### config.mk
export PLATFORM = sky130hd
export DESIGN_NAME = trace_sequencer
export DESIGN_NICKNAME = d
export VERILOG_FILES = /design/src/rtl/trace_sequencer_pkg.sv /design/src/rtl/trace_fifo.sv /design/src/rtl/trace_sequencer.sv
export SDC_FILE = /design/constraint.sdc
export NUM_CORES = 2
export LEC_CHECK = 0
export CELL_PAD_IN_SITES_DETAIL_PLACEMENT = 1
export CELL_PAD_IN_SITES_GLOBAL_PLACEMENT = 2
export CORE_MARGIN = 5
export CORE_UTILIZATION = 48
export CTS_CLUSTER_DIAMETER = 100
export CTS_CLUSTER_SIZE = 10
export DETAILED_ROUTE_END_ITERATION = 8
export DONT_BUFFER_PORTS = 1
export PLACE_DENSITY_LB_ADDON = 0.05
export SLEW_MARGIN = 20
export SYNTH_ARGS = -nofsm -noshare
export SYNTH_HDL_FRONTEND = slang
export SYNTH_SLANG_ARGS = --single-unit
### constraint.sdc
create_clock -name clk -period 49.2 [get_ports clk]
set_input_delay 9.84 -clock clk [delete_from_list [all_inputs] [get_ports clk]]
set_output_delay 9.84 -clock clk [all_outputs]
set_load 0.01 [all_outputs]
### src/rtl/trace_sequencer_pkg.sv
// trace_sequencer_pkg: shared op codes and sequencer state type
package trace_sequencer_pkg;
  localparam logic [7:0] OP_READ  = 8'h52;
  localparam logic [7:0] OP_WRITE = 8'h57;
  typedef enum logic [1:0] {IDLE, RUN, DONE} seq_state_t;
endpackage

### src/rtl/trace_fifo.sv
// trace_fifo: trace entry FIFO with wrap-bit pointers and async reset
module trace_fifo #(
  parameter int DEPTH = 16,
  parameter int W     = 57
) (
  input  logic         clk,
  input  logic         reset,
  input  logic         push,
  input  logic         pop,
  input  logic [W-1:0] wdata,
  output logic [W-1:0] rdata,
  output logic         full,
  output logic         empty
);
  localparam int AW = $clog2(DEPTH);
  logic [AW:0] wr_q, wr_d, rd_q, rd_d;
  logic [W-1:0] mem_q [DEPTH];
  assign full  = (wr_q[AW] != rd_q[AW]) && (wr_q[AW-1:0] == rd_q[AW-1:0]);
  assign empty = wr_q == rd_q;
  assign rdata = mem_q[rd_q[AW-1:0]];
  // pointer advance; a push while full is refused even if a pop happens the same cycle
  always_comb begin
    wr_d = (push && !full) ? wr_q + (AW+1)'(1) : wr_q;
    rd_d = (pop && !empty) ? rd_q + (AW+1)'(1) : rd_q;
  end
  // pointer and storage registers
  always_ff @(posedge clk or posedge reset) begin
    if (reset) begin
      wr_q <= '0;
      rd_q <= '0;
      for (int i = 0; i < DEPTH; i++) mem_q[i] <= '0;
    end else begin
      wr_q <= wr_d;
      rd_q <= rd_d;
      if (push && !full) mem_q[wr_q[AW-1:0]] <= wdata;
    end
  end
endmodule

### src/rtl/trace_sequencer.sv
// trace_sequencer: buffers trace entries and issues validated requests to the cache engine
module trace_sequencer
  import trace_sequencer_pkg::*;
#(
  parameter int DEPTH  = 16,
  parameter int ADDR_W = 48,
  parameter int OP_W   = 8,
  parameter int CNT_W  = 18
) (
  input  logic              clk,
  input  logic              reset,
  input  logic              load_valid,
  output logic              load_ready,
  input  logic [OP_W-1:0]   load_op,
  input  logic [ADDR_W-1:0] load_addr,
  input  logic              load_last,
  input  logic              start,
  output logic              req_valid,
  input  logic              req_ready,
  output logic [OP_W-1:0]   cache_op,
  output logic [ADDR_W-1:0] cache_addr,
  output logic              busy,
  output logic              done,
  output logic [CNT_W-1:0]  reads_issued,
  output logic [CNT_W-1:0]  writes_issued,
  output logic [CNT_W-1:0]  bad_ops
);
  localparam int EW = OP_W + ADDR_W + 1;
  logic              f_push, f_pop, f_full, f_empty;
  logic [EW-1:0]     f_rdata;
  logic [OP_W-1:0]   head_op;
  logic [ADDR_W-1:0] head_addr;
  logic              head_last, head_legal, accept, stage_free;
  seq_state_t        state_q, state_d;
  logic              vld_q, vld_d, last_q, last_d;
  logic [OP_W-1:0]   op_q, op_d;
  logic [ADDR_W-1:0] addr_q, addr_d;
  logic [CNT_W-1:0]  rd_q, rd_d, wr_q, wr_d, bad_q, bad_d;

  function automatic logic [CNT_W-1:0] sat_inc(input logic [CNT_W-1:0] c);
    return (&c) ? c : c + CNT_W'(1);
  endfunction

  assign f_push     = load_valid && !f_full;
  assign load_ready = !f_full;
  assign {head_op, head_addr, head_last} = f_rdata;
  assign head_legal = (head_op == OP_W'(OP_READ)) || (head_op == OP_W'(OP_WRITE));
  assign accept     = vld_q && req_ready;
  // the output stage can take a new head when idle or being accepted, unless the accepted one ends the trace
  assign stage_free = !vld_q || (req_ready && !last_q);

  trace_fifo #(.DEPTH(DEPTH), .W(EW)) u_fifo (
    .clk   (clk),
    .reset (reset),
    .push  (f_push),
    .pop   (f_pop),
    .wdata ({load_op, load_addr, load_last}),
    .rdata (f_rdata),
    .full  (f_full),
    .empty (f_empty)
  );

  // retire accepted requests, pop/validate the next head, and sequence IDLE/RUN/DONE
  always_comb begin
    state_d = state_q;
    vld_d   = vld_q;
    op_d    = op_q;
    addr_d  = addr_q;
    last_d  = last_q;
    rd_d    = rd_q;
    wr_d    = wr_q;
    bad_d   = bad_q;
    f_pop   = 1'b0;
    if (accept) begin
      vld_d   = 1'b0;
      rd_d    = (op_q == OP_W'(OP_READ))  ? sat_inc(rd_q) : rd_q;
      wr_d    = (op_q == OP_W'(OP_WRITE)) ? sat_inc(wr_q) : wr_q;
      state_d = last_q ? DONE : state_q;
    end
    if (state_q == RUN && stage_free && !f_empty) begin
      f_pop   = 1'b1;
      vld_d   = head_legal;
      op_d    = head_legal ? head_op : op_q;
      addr_d  = head_legal ? head_addr : addr_q;
      last_d  = head_legal ? head_last : last_q;
      bad_d   = head_legal ? bad_q : sat_inc(bad_q);
      state_d = (!head_legal && head_last) ? DONE : state_d;
    end
    if (state_q != RUN && start) state_d = RUN;
  end

  // state, output stage and statistic registers
  always_ff @(posedge clk or posedge reset) begin
    if (reset) begin
      state_q <= IDLE;
      vld_q   <= 1'b0;
      op_q    <= '0;
      addr_q  <= '0;
      last_q  <= 1'b0;
      rd_q    <= '0;
      wr_q    <= '0;
      bad_q   <= '0;
    end else begin
      state_q <= state_d;
      vld_q   <= vld_d;
      op_q    <= op_d;
      addr_q  <= addr_d;
      last_q  <= last_d;
      rd_q    <= rd_d;
      wr_q    <= wr_d;
      bad_q   <= bad_d;
    end
  end

  assign req_valid     = vld_q;
  assign cache_op      = op_q;
  assign cache_addr    = addr_q;
  assign busy          = state_q == RUN;
  assign done          = state_q == DONE;
  assign reads_issued  = rd_q;
  assign writes_issued = wr_q;
  assign bad_ops       = bad_q;
endmodule

==> qor.yml <==
critical_path:
  cp_max_fo: 100
  crit_arrival_ns: 13.60
  crit_path_frequent_cell: "buf_4"
  r2r_start: "u_fifo.rd_q[3]"
  reg2regPathDepth: 7
  cp-end-kind: "async pin"
  cp_slowest_stage_delay_ns: 0.84
  critPathBufInv: 5
  crit_chain: "inv_8 > buf_4 > buf_6 > buf_4 > buf_4"
  rr_endpoint: "u_fifo.mem_q[132]"
  cp.required_ns: 49.89
  path_delay_family: "buffers and inverters"
  start_kind: "primary input"
  ff2ff_setup_slack_ns: 44.67
  critPathKind: "primary input to async pin"
  slowest_stage: "buf_4"
global_routing:
  gr-total-overflow: 0
  gr-usage-all-layers_pct: 23.0
  grt_pass1_wl_um: 181000
  met3_usage_pct: 4.54
  grt_use_met2_pct: 38.8
  top_usage_layer: "met2"
  first_global_vias: 28300
  grt_max_degree: 144
  global_route.usage.met1_pct: 31.6
  antenna_found_initial: 1
worst_hold_path:
  min_to: "u_fifo.mem_q[83]"
  whs_path_depth: 1
  min_from: "u_fifo.mem_q[83]"
  worst_hold_path_type: "flip-flop to flip-flop"
die:
  dieHeight_um: 319
  rows: 113
  start_util_pct: 48.4
  coreArea_mm2: 0.0949
  pin_count: 176
  die-area_mm2: 0.102
  die_width_um: 319
logic_synthesis:
  ys_seq_area_share_pct: 56.5
  ys_ff_latch: 1036
  syn-cell-area_mm2: 0.0459
  synth_edf_count: 0
  yosysUniqueCellTypes: 55
  synth_top_flop_cell: "dfrtp_1"
  avgSynthCellArea_um2: 16.2
  yosys_warnings: 0
  syn_inst: 2829
  syn-num-nets: 2899
  synthArstFlopShare_pct: 100
sta:
  hold_viol_final: 0
  rsz0062_at_grt: "no"
  finalSetupViolations: 0
  finalCritPeriodShare_pct: 26.3
  skew_ns: 0.0203
  final_max_slew_viol_count: 0
  fmax_mhz: 77.4
  fin_setup_tns_ns: 0
  period_needed_ns: 12.92
  max-slew-margin-rel_pct: 26.8
  tightest_slew_ns: 1.10
  layout_setup_ws_ns: 36.28
clock_network:
  root_buffer: "clkbuf_16"
  cts.sinks: 1036
  clk_latency_ns: 0.69
  cts-resized-gates: 0
  cts-htree-levels: 3
  clk_pin_slew_ns: 0.05
  cts_made_buffers: 113
  post-cts-setup-buffer-count: 0
  cts_tree: "built"
  cts_hold_buf: 0
  clock_path_buffers: 3
run_status:
  status: "finished clean"
finish:
  layout.nets: 2827
  area_growth_pct: 8.65
  drive_gt1_share_pct: 50.8
  antenna_cells: 0
routing:
  viasPerCell: 6.07
  drt_drc_violations_left: 0
  ant_nets: 0
  dr.pass1.iters: 4
  vias: 24500
  first_iter_violations: 1129
  wl_per_cell_um: 28.7
  routed_wl_um: 116000
placement:
  post-place-ws_ns: 34.89
  hpwl_um: 64800
  routabilityCongestion: 0.732
  port_buffers: 0
power:
  leakage_nw: 21.9
  power.density_mw_per_mm2: 67.4
  peakVddDrop_mv: 0.0503
run:
  drv_cap: 0
per-stage QoR:
step,power [mW],std cells,util (%),hold slack (ns),cell area [µm²]
final,3.36,4029,52.5,0.497,49900
after global placement,2.58,3907,49.4,0.479,46900
after global routing,3.55,4029,52.5,0.504,49900
after floorplan,2.34,2829,-,0.470,45900
after detailed placement,2.66,3907,49.4,0.487,46900
after CTS,3.41,4029,52.5,0.499,49800
flip-flops by register name, summed over array words and instances, names as in the netlist:
name	cells
u_fifo.mem_q	912
cache_addr	48
bad_ops	18
reads_issued	18
writes_issued	18
cache_op	8
u_fifo.rd_q	5
u_fifo.wr_q	5
state_q	2
last_q	1
req_valid	1
logic make-up after synthesis:
kind of cell	after synthesis	share of synthesized area, %
compound gates	42	0.704
xor+xnor	75	1.43
fa+ha+maj	8	0.218
buf+inv	246	2.45
flops	1036	56.5
mux	1225	36.4
simple gates	197	2.30
report_power, final:
part	switching (mW)	total, mW	leakage [nW]	internal [mW]
combinational	0.464	1.16	7.53	0.701
clock	0.319	0.730	1.45	0.411
sequential	0.233	1.46	12.9	1.23
total	1.02	3.36	21.9	2.34
worst max-delay path by stage:
stage	start	endpoint	slack, ns	cells after the start
floorplan	reset	bad_ops[0]	10.20	1
global placement	reset	u_fifo.rd_q[1]	35.15	5
global route	reset	cache_addr[17]	35.61	5
detailed placement	reset	u_fifo.rd_q[1]	34.89	5
finish	reset	u_fifo.mem_q[191]	36.28	5
CTS	reset	u_fifo.rd_q[2]	35.64	5
layer usage:
metal	part of all wire, %	wire length, µm
met4	1.9	2150
met3	4.1	4790
met1	44	51000
met5	0	0
met2	50	57600
synth_stat cells, types with 3 or more instances:
cell	count	area [µm²]
mux2_1	8	90.1
buf_4	4	30.0
clkbuf_1	98	368
a31oi_1	3	18.8
nor4_1	3	18.8
or2_2	3	18.8
inv_1	12	45.0
nor3_1	7	35.0
and4_1	6	52.6
a211oi_1	5	37.5
o21ai_0	5	25.0
a21oi_1	3	15.0
nor2b_1	5	31.3
o211ai_1	3	22.5
and3_1	18	113
ha_1	8	100
buf_6	6	67.6
and2_1	3	18.8
buf_1	13	48.8
mux2_2	955	10800
mux2i_1	3	30.0
nand4_1	22	138
mux4_2	258	5810
nor4bb_1	5	50.1
xnor2_1	46	403
nand3_1	36	180
nor2_1	22	82.6
dfrtp_1	1036	25900
xor2_1	29	254
nor4b_1	4	35.0
nand2_1	55	206
buf_2	111	556
o2111ai_1	7	61.3
area by class of cell:
cell class | instances | area [µm²]
fillers | 8601 | 45000
inverters | 14 | 60.1
clock inverters | 7 | 101
flip-flops and latches | 1036 | 25900
well taps | 1265 | 1580
clock buffers | 115 | 2860
multi-input cells | 1547 | 18900
repair buffers | 45 | 382
worst reg2reg max path, stage by stage (launching register included):
cell	delay, ns
dfrtp_4	0.97
xor2_1	0.15
nor4_1	0.62
a21boi_2	0.26
nand4_1	0.64
buf_4	0.47
buf_4	0.80
mux2_2	0.48
cells in the final DEF, fill, tap and decap left out, types with 5 or more instances in the layout:
cell       count
mux4_2       258
nand4_1       22
o2111ai_1      7
ha_1           8
nand2_4       12
nand3_1       36
dfrtp_1     1032
a211oi_1       5
and3_1        18
nor4bb_1       5
buf_6          5
mux2_2       955
xnor2_1       46
nor3_1         6
o21ai_0        5
xor2_1        29
buf_4         38
mux2_1         8
and4_1         6
nor2b_1        5
inv_1         11
clkbuf_16    114
nor2_1        22
nand2_1       43
Note: power is estimated with default switching activity, not from simulation.
